File: config.mk
export PLATFORM = sky130hd
export DESIGN_NAME = ftc_issue
export DESIGN_NICKNAME = d
export VERILOG_FILES = /design/src/rtl/ftc_issue.sv
export SDC_FILE = /design/constraint.sdc
export NUM_CORES = 1
export LEC_CHECK = 0
export CAP_MARGIN = 10
export CORE_ASPECT_RATIO = 1.25
export CORE_UTILIZATION = 40
export DETAILED_ROUTE_END_ITERATION = 7
export PLACE_DENSITY_LB_ADDON = 0.05
export SYNTH_ARGS = -nofsm -noshare
export SYNTH_HDL_FRONTEND = slang
export SYNTH_SLANG_ARGS = --single-unit
File: constraint.sdc
create_clock -name clk -period 3.61 [get_ports clk]
set_input_delay 0.9025 -clock clk [delete_from_list [all_inputs] [get_ports clk]]
set_output_delay 0.9025 -clock clk [all_outputs]
set_load 0.005 [all_outputs]
File: src/rtl/ftc_issue.sv
// Issue stage for the CUES fetch-to-decode interface: buffers fetched tokens in a
// small FIFO, merges memory-write requests and registers one packet (or NOP bubble) per cycle.
module ftc_issue #(
   parameter int DEPTH     = 4,
   parameter int MEM_BURST = 3
) (
   input  logic                       clk,
   input  logic                       rst,
   input  logic                       tok_valid_i,
   output logic                       tok_ready_o,
   input  logic [15:0]                tok_node_i,
   input  logic [11:0]                tok_gen_i,
   input  logic [31:0]                tok_opr0_i,
   input  logic [31:0]                tok_opr1_i,
   input  logic [33:0]                tok_ins_i,
   input  logic                       mem_valid_i,
   output logic                       mem_ready_o,
   input  logic [15:0]                mem_node_i,
   input  logic [11:0]                mem_gen_i,
   input  logic [31:0]                mem_addr_i,
   input  logic [31:0]                mem_data_i,
   output logic [15:0]                node_o,
   output logic [11:0]                gen_o,
   output logic [31:0]                opr0_o,
   output logic [31:0]                opr1_o,
   output logic                       mem_wen_o,
   output logic [33:0]                ins_o,
   output logic                       issue_vld_o,
   output logic [$clog2(DEPTH):0]     fifo_cnt_o
);

   localparam int PW = $clog2(DEPTH);
   localparam int CW = $clog2(DEPTH) + 1;
   localparam int BW = $clog2(MEM_BURST + 1);
   localparam int TW = 16 + 12 + 32 + 32 + 34;

   logic [TW-1:0] fifo_q [DEPTH];
   logic [TW-1:0] fifo_d [DEPTH];
   logic [PW-1:0] wr_ptr_q, wr_ptr_d;
   logic [PW-1:0] rd_ptr_q, rd_ptr_d;
   logic [CW-1:0] cnt_q, cnt_d;
   logic [BW-1:0] burst_q, burst_d;

   logic [15:0]   node_q, node_d;
   logic [11:0]   gen_q, gen_d;
   logic [31:0]   opr0_q, opr0_d;
   logic [31:0]   opr1_q, opr1_d;
   logic          wen_q, wen_d;
   logic [33:0]   ins_q, ins_d;
   logic          vld_q, vld_d;

   logic          fifo_empty;
   logic          push;
   logic          mem_slot;
   logic          tok_slot;
   logic [TW-1:0] head;

   assign fifo_empty  = (cnt_q == '0);
   assign tok_ready_o = (cnt_q < CW'(DEPTH));
   // Memory loses priority for one cycle once it has held off waiting tokens MEM_BURST times.
   assign mem_ready_o = !(!fifo_empty && (burst_q == BW'(MEM_BURST)));
   assign push        = tok_valid_i && tok_ready_o;
   assign mem_slot    = mem_valid_i && mem_ready_o;
   assign tok_slot    = !mem_slot && !fifo_empty;
   assign head        = fifo_q[rd_ptr_q];

   always_comb begin
      for (int i = 0; i < DEPTH; i++) fifo_d[i] = fifo_q[i];
      wr_ptr_d = wr_ptr_q;
      rd_ptr_d = rd_ptr_q;
      if (push) begin
         fifo_d[wr_ptr_q] = {tok_node_i, tok_gen_i, tok_opr0_i, tok_opr1_i, tok_ins_i};
         wr_ptr_d         = wr_ptr_q + PW'(1);
      end
      if (tok_slot) rd_ptr_d = rd_ptr_q + PW'(1);
      cnt_d = cnt_q + {{(CW-1){1'b0}}, push} - {{(CW-1){1'b0}}, tok_slot};
   end

   always_comb begin
      burst_d = burst_q;
      if (fifo_empty || tok_slot) burst_d = '0;
      else if (mem_slot)          burst_d = burst_q + BW'(1);
   end

   always_comb begin
      node_d = '0;
      gen_d  = '0;
      opr0_d = '0;
      opr1_d = '0;
      wen_d  = 1'b0;
      ins_d  = '0;
      vld_d  = 1'b0;
      if (mem_slot) begin
         node_d = mem_node_i;
         gen_d  = mem_gen_i;
         opr0_d = mem_addr_i;
         opr1_d = mem_data_i;
         wen_d  = 1'b1;
         vld_d  = 1'b1;
      end else if (tok_slot) begin
         {node_d, gen_d, opr0_d, opr1_d, ins_d} = head;
         vld_d = 1'b1;
      end
   end

   always_ff @(posedge clk) begin
      if (!rst) begin
         for (int i = 0; i < DEPTH; i++) fifo_q[i] <= '0;
         wr_ptr_q <= '0;
         rd_ptr_q <= '0;
         cnt_q    <= '0;
         burst_q  <= '0;
         node_q   <= '0;
         gen_q    <= '0;
         opr0_q   <= '0;
         opr1_q   <= '0;
         wen_q    <= 1'b0;
         ins_q    <= '0;
         vld_q    <= 1'b0;
      end else begin
         for (int i = 0; i < DEPTH; i++) fifo_q[i] <= fifo_d[i];
         wr_ptr_q <= wr_ptr_d;
         rd_ptr_q <= rd_ptr_d;
         cnt_q    <= cnt_d;
         burst_q  <= burst_d;
         node_q   <= node_d;
         gen_q    <= gen_d;
         opr0_q   <= opr0_d;
         opr1_q   <= opr1_d;
         wen_q    <= wen_d;
         ins_q    <= ins_d;
         vld_q    <= vld_d;
      end
   end

   assign node_o      = node_q;
   assign gen_o       = gen_q;
   assign opr0_o      = opr0_q;
   assign opr1_o      = opr1_q;
   assign mem_wen_o   = wen_q;
   assign ins_o       = ins_q;
   assign issue_vld_o = vld_q;
   assign fifo_cnt_o  = cnt_q;

endmodule
==> out/qor.yml, run 1 <==
die:
  num_rows: 101
  initial_core_util: 0.404
  coreArea_um2: 60700
  die_area_um2: 62300
  die_w_um: 223
  ios: 355
  dieHeight_um: 279
timing:
  drv_slew: 0
  period_share: 0.886
  finClkSkew_ns: 0.0213
  fmax_ghz: 0.313
  worst_slew_pin_slew_ns: 1.16
  slew_headroom: 0.224
  rsz0062_at_grt: "false"
  fin_setup_tns_ns: 0
  period_needed_ns: 3.20
  setup_slack_ns: 0.410
  hold_viol: 0
  setup_viol_count_final: 0
status:
  status: "finished clean"
power:
  power_leakage_nw: 10.5
  cellPowerDensity_nw_per_um2: 601
  finalPower_mw: 18.6
  ir_drop_mv: 0.441
logic_synthesis:
  yosys_warnings: 0
  postSynthCellCount: 2679
  synth_area_per_cell_um2: 9.15
  synth_cell_types: 30
  ys_top_cells_by_area: "dfxtp_1 53%, nand2_1 15%, mux4_2 12%"
  synth_top_area_cell: "dfxtp_1"
  ys_seq_elements: 643
  seq_area_frac_synth: 0.525
  yosysTopAreaCellShare: 0.525
  synth_nets: 2909
  syn_area_um2: 24500
worst_setup_path:
  path_cells: "or3_4, nand2_1, clkdlybuf4s50_1"
  r2r-start: "fifo_cnt_o[2]$_SDFF_PN0_"
  slowest_delay_ns: 0.54
  crit_family: "simple AND/OR/NAND/NOR gates"
  rrSetupSlack_ns: 0.94
  critPathMaxFanout: 13
  critPathLaunch: "fifo_cnt_o[2]$_SDFF_PN0_"
  crit_cells: 3
  crit_required_ns: 2.71
  reg2reg_depth: 10
  crit_path_end_kind: "primary output"
  critPathKind: "reg2out"
  arrival_ns: 2.30
  startpoint_type: "register"
  crit_buf_inv: 1
  rr_endpoint: "fifo_cnt_o[2]$_SDFF_PN0_"
  crit_end: "mem_ready_o"
  slowest_stage: "clkdlybuf4s50_1"
clock_network:
  clock_path_buffers: 3
  worstSkewPairLatency_ns: 0.60
  cts_buffers: 68
  cts.clk_slew.worst_paths_ns: 0.06
  cts-htree-levels: 3
  clock_sinks: 643
  cts-root-buf: "clkbuf_16"
  cts_tree: "yes"
  cts_resized: 0
  cts_hold_buf: 0
  post_cts_buffers: 0
worst_hold_path:
  hp-class: "reg2reg"
layout:
  design_area_um2: 30900
  multiInputGateArea_um2: 10500
  finalNonFillerCells: 3756
  final-seq-area_um2: 12900
  syn_to_final_growth_pct: 26.2
  fill_cells: 5659
  nets: 3159
  drive_gt1_frac: 0.0964
global_routing:
  gr-usage-all-layers: 0.233
  grt_overflow: 0
  grt_use_met2: 0.404
  busiest_layer: "met2"
  antenna_found_initial: 16
  met3_usage: 0.0488
  grt_max_degree: 232
  grt_pass1_wl_mm: 113
  met1_usage: 0.289
  grt_pass1_vias: 19800
place:
  hpwl_mm: 42.2
  place_inst: 3631
  place_ws_ns: 0.365
  globalplace.congestion: 0.750
  port_buffers: 354
  dpl-instance-area_um2: 28600
routing:
  final_antenna_net_count: 0
  drtIter0Drc: 1403
  wl_per_cell_um: 19.6
  drt_pass1_iterations: 5
  wl_mm: 73.7
  drc_errors: 0
  via_per_inst: 5.28
  vias: 19800
run:
  drv_cap: 0
synthesized netlist by cell type:
| master | instances |
|---|---|
| fa_1 | 1 |
| and3b_1 | 4 |
| and2_1 | 35 |
| nand3b_1 | 4 |
| or3_4 | 1 |
| buf_4 | 18 |
| or3_1 | 1 |
| mux2i_1 | 1 |
| buf_6 | 6 |
| inv_2 | 1 |
| buf_2 | 125 |
| mux4_2 | 126 |
| nor2b_1 | 2 |
| or4_1 | 1 |
| a21oi_2 | 1 |
| inv_1 | 7 |
| ha_1 | 7 |
| xnor2_1 | 3 |
| a21oi_1 | 507 |
| nand2_1 | 1010 |
| o21ai_0 | 1 |
| nor4_1 | 1 |
| nor3_2 | 2 |
| nor2_1 | 5 |
| dfxtp_1 | 643 |
| nor4b_1 | 1 |
| a22o_1 | 92 |
| o21a_1 | 1 |
| clkbuf_1 | 71 |
| o31ai_1 | 1 |
report_power, final:
part	leakage [nW]	switching, mW	internal (mW)
clock	1.13	2.90	4.30
sequential	5.22	0.351	7.63
combinational	4.18	1.88	1.55
area by class of cell:
type	instances	share of cell area
clock inverter	16	0.00756
sequential	643	0.416
timing repair buffer	400	0.136
clock buffer	102	0.0663
tap	772	0.0312
multi-input combinational	1808	0.341
antenna	7	0.000566
inverter	8	0.00121
worst min-delay path by stage:
| stage | startpoint | to | cells past startpoint |
|---|---|---|---|
| final | burst_q[0]$_SDFFE_PP0P_ | burst_q[0]$_SDFFE_PP0P_ | 1 |
| after detailed placement | burst_q[0]$_SDFFE_PP0P_ | burst_q[0]$_SDFFE_PP0P_ | 1 |
| after global placement | burst_q[0]$_SDFFE_PP0P_ | burst_q[0]$_SDFFE_PP0P_ | 1 |
| after floorplan | burst_q[0]$_SDFFE_PP0P_ | burst_q[0]$_SDFFE_PP0P_ | 1 |
| after global routing | burst_q[0]$_SDFFE_PP0P_ | burst_q[0]$_SDFFE_PP0P_ | 1 |
| after CTS | burst_q[0]$_SDFFE_PP0P_ | burst_q[0]$_SDFFE_PP0P_ | 1 |
layer usage:
layer / up-vias / share of wire
met5: - / 0.0015
met4: 18 / 0.022
met3: 118 / 0.059
met2: 551 / 0.50
met1: 9634 / 0.42
li1: 9516 / -
through the flow:
step / utilization / hold slack (ns)
finish: 0.510 / 0.430
global placement: 0.472 / 0.416
floorplan: - / 0.408
detailed placement: 0.472 / 0.424
global route: 0.510 / 0.444
CTS: 0.510 / 0.432
sequential cells by signal (all words and copies together), names as in the netlist, 2 cells and up, named ones only:
signal,count
opr0_o,32
opr1_o,32
fifo_cnt_o,3
rd_ptr_q,2
ins_o,34
wr_ptr_q,2
gen_o,12
fifo_q,504
node_o,16
burst_q,2
worst reg2reg max path, stage by stage, from the launching register on:
cell     delay [ns]
dfxtp_1        0.48
nor3_2         0.61
nor2_1         0.12
ha_1           0.29
inv_1          0.06
ha_1           0.13
inv_1          0.05
fa_1           0.40
xnor2_1        0.19
xnor2_1        0.14
nor2_1         0.05
cells by family (layout without fill, tap and decap cells):
logic type	after synthesis	after routing	share of synthesized area
adder cells (fa/ha/maj)	8	8	0.00439
other	0	7	0
XOR/XNOR	3	3	0.00107
AO/OA/AOI/OAI	603	603	0.138
buffers and inverters	228	526	0.0459
AND/OR/NAND/NOR	1067	1067	0.170
multiplexers	127	127	0.116
flip-flops	643	643	0.525
placed cells by master, fill, tap and decap left out, types with 2 or more instances in the layout:
cell type	netlist	final
diode_2	0	7
inv_8	0	2
buf_12	0	25
buf_4	18	21
nand3b_1	4	4
nand2_1	1010	1010
xnor2_1	3	3
a22o_1	92	92
dfxtp_4	0	2
nor2b_1	2	2
clkdlybuf4s50_1	0	354
a21oi_1	507	507
and2_1	35	35
clkbuf_8	0	18
bufinv_16	0	5
clkinv_2	0	4
clkbuf_1	71	14
dfxtp_1	643	641
nor2_1	5	5
and3b_4	0	4
ha_1	7	7
mux4_2	126	126
clkbuf_16	0	70
inv_6	0	6
inv_1	7	7
(Power assumes the default switching activity.)
==> run 2: changes to the inputs <==
--- a/config.mk
+++ b/config.mk
@@ -5,6 +5,7 @@
 export SDC_FILE = /design/constraint.sdc
 export NUM_CORES = 1
 export LEC_CHECK = 0
+export ABC_AREA = 0
 export CAP_MARGIN = 10
 export CORE_ASPECT_RATIO = 1.25
 export CORE_UTILIZATION = 40
==> results of run 2 <==
Final layout, timing and power as in run 1 (identical DEF).
==> run 3: changes to the inputs <==
--- a/config.mk
+++ b/config.mk
@@ -9,6 +9,7 @@
 export CAP_MARGIN = 10
 export CORE_ASPECT_RATIO = 1.25
 export CORE_UTILIZATION = 40
+export CTS_BUF_LIST = sky130_fd_sc_hd__clkbuf_16
 export DETAILED_ROUTE_END_ITERATION = 7
 export PLACE_DENSITY_LB_ADDON = 0.05
 export SYNTH_ARGS = -nofsm -noshare
==> run 3 against run 2 <==
- count of clock-buffer cells in the layout decreased by 32
- worst setup slack better by 0.0037 ns
- critical path depth is the same
- fmax increased by 0.11%
- register-to-register slack hardly changed
- utilization is 0.30 points lower
- final cell count did not move
- wire length barely moved
- largest cell class unchanged
- largest power group unchanged
==> out/qor.yml, run 3 (synthesis gave the netlist of run 1 again) <==
status:
  status: "finished clean"
worst_hold_path:
  hp-class: "reg2reg"
  whs_endpoint: "burst_q[0]$_SDFFE_PP0P_"
  worstHoldStart: "burst_q[0]$_SDFFE_PP0P_"
  min_path_cells: 1  # unchanged
timing:
  rsz0062_at_grt: "false"
  worst_slew_pin_slew_ns: 1.06  # -0.104 ns
  finClkSkew_ns: 0.0191  # -0.00217 ns
  setup_viol_count_final: 0  # unchanged
  fmax_ghz: 0.313  # +0.11%
  period_share: 0.885  # -0.00102
  drv_slew: 0  # unchanged
  hold_viol: 0  # unchanged
  period_needed_ns: 3.20  # -0.00367 ns
  fin_setup_tns_ns: 0  # unchanged
  slew_headroom: 0.293  # +0.0695
place:
  place_inst: 3631  # unchanged
  dpl-instance-area_um2: 28600  # unchanged
  port_buffers: 354  # unchanged
  hpwl_mm: 42.2  # unchanged
  globalplace.congestion: 0.750  # unchanged
clock_network:
  cts_resized: 0  # unchanged
  worstSkewPairLatency_ns: 0.60  # about the same
  post_cts_buffers: 0  # unchanged
  clock_sinks: 643  # unchanged
  cts-htree-levels: 3  # unchanged
  clock_path_buffers: 3  # unchanged
  cts-root-buf: "clkbuf_16"
  cts_tree: "yes"
  cts.clk_slew.worst_paths_ns: 0.06  # about the same
  cts_hold_buf: 0  # unchanged
  cts_buffers: 68  # unchanged
die:
  initial_core_util: 0.404  # unchanged
  dieHeight_um: 279  # unchanged
  num_rows: 101  # unchanged
  die_w_um: 223  # unchanged
  coreArea_um2: 60700  # unchanged
  die_area_um2: 62300  # unchanged
  ios: 355  # unchanged
layout:
  top_register: "fifo_q"
  finalNonFillerCells: 3756  # unchanged
  final_cell_mix: "1010 x nand2_1, 641 x dfxtp_1, 507 x a21oi_1"
  syn_to_final_growth_pct: 25.5
  drive_gt1_frac: 0.0904  # -0.00605
  final_common_cell: "nand2_1"
  largest_register_ffs: 504  # unchanged
  fill_cells: 5679  # +0.35%
  fin_util: 0.507  # -0.00297
  nets: 3159  # unchanged
  design_area_um2: 30800  # -0.58%
worst_setup_path:
  critPathLaunch: "fifo_cnt_o[2]$_SDFF_PN0_"
  crit_path_end_kind: "primary output"
  path_cells: "or3_4, nand2_1, clkdlybuf4s50_1"
  reg2reg_depth: 10  # unchanged
  slowest_stage: "clkdlybuf4s50_1"
  slowest_delay_ns: 0.54  # about the same
  arrival_ns: 2.29  # about the same
  critPathKind: "reg2out"
  crit_required_ns: 2.71  # about the same
  r2r-start: "fifo_cnt_o[2]$_SDFF_PN0_"
  rrSetupSlack_ns: 0.95  # about the same
  startpoint_type: "register"
  critPathMaxFanout: 13  # unchanged
  rr_endpoint: "fifo_cnt_o[2]$_SDFF_PN0_"
routing:
  drtIter0Drc: 1431  # +2.0%
  wl_per_cell_um: 19.6  # about the same
  vias: 19800  # -0.015%
  final_antenna_net_count: 0  # unchanged
  wl_mm: 73.7  # about the same
  via_per_inst: 5.28  # about the same
  drc_errors: 0  # unchanged
  drt_pass1_iterations: 5  # unchanged
global_routing:
  gr-usage-all-layers: 0.233  # about the same
  grt_overflow: 0  # unchanged
  grt_max_degree: 232  # unchanged
  antenna_found_initial: 16  # unchanged
  grt_pass1_vias: 19800  # +0.010%
  grt_pass1_wl_mm: 113  # about the same
run:
  drv_cap: 0  # unchanged
power:
  finalPower_mw: 18.2  # -2.3%
  power_leakage_nw: 10.5  # -0.41%
  ir_drop_mv: 0.440  # -0.27%
  cellPowerDensity_nw_per_um2: 591  # -1.8%
-- run 3: changes by cell type in the layout (fill, tap and decap cells not counted), sizes merged --
cell / change
clkinv: +18
inv: +14
clkbuf: -32
-- run 3: worst max path at each step --
stage,cells after the start,to
after CTS,3,mem_ready_o
after floorplan,10,fifo_cnt_o[2]$_SDFF_PN0_
after detailed placement,11,fifo_cnt_o[2]$_SDFF_PN0_
final,3,mem_ready_o
after global placement,11,fifo_cnt_o[2]$_SDFF_PN0_
after global routing,3,mem_ready_o
-- run 3: per-layer routing --
metal / part of all wire / track usage / routed length [µm] / up-vias
met5: 0.0015 / 0 / 113 / -
li1: - / - / - / 9526
met4: 0.021 / 0.0741 / 1510 / 18
met3: 0.059 / 0.0488 / 4360 / 112
met2: 0.50 / 0.404 / 36700 / 551
met1: 0.42 / 0.289 / 31000 / 9627
-- run 3: power breakdown --
part | switching [mW] | total, mW | leakage, nW | internal [mW]
clock | 2.89 | 6.76 | 1.08 | 3.87
combinational | 1.88 | 3.42 | 4.18 | 1.55
sequential | 0.350 | 7.98 | 5.22 | 7.63
total | 5.11 | 18.2 | 10.5 | 13.1
-- run 3: cell type report --
type                            count  area [µm²]  share of cell area
Timing Repair Buffer              400        4200               0.137
Sequential cell                   643       12900               0.419
Inverter                            8        37.5             0.00122
Clock buffer                       70        1750              0.0570
Multi-Input combinational cell   1808       10500               0.343
Antenna cell                        7        17.5            0.000570
Tap cell                          772         966              0.0314
Clock inverter                     48         354              0.0115
-- run 3: through the flow --
stage                     hold WS [ns]  setup slack, ns
final                            0.430            0.414
after global routing             0.444            0.377
after CTS                        0.432            0.397
after detailed placement         0.424            0.365
after global placement           0.416            0.365
after floorplan                  0.408             1.02
-- run 3: worst max-delay path, delay by kind of cell, from the launching register on --
| family | cells | cell delay, ns |
|---|---|---|
| DFF | 1 | 0.49 |
| and+or+nand+nor | 2 | 0.68 |
| buffers and inverters | 1 | 0.54 |
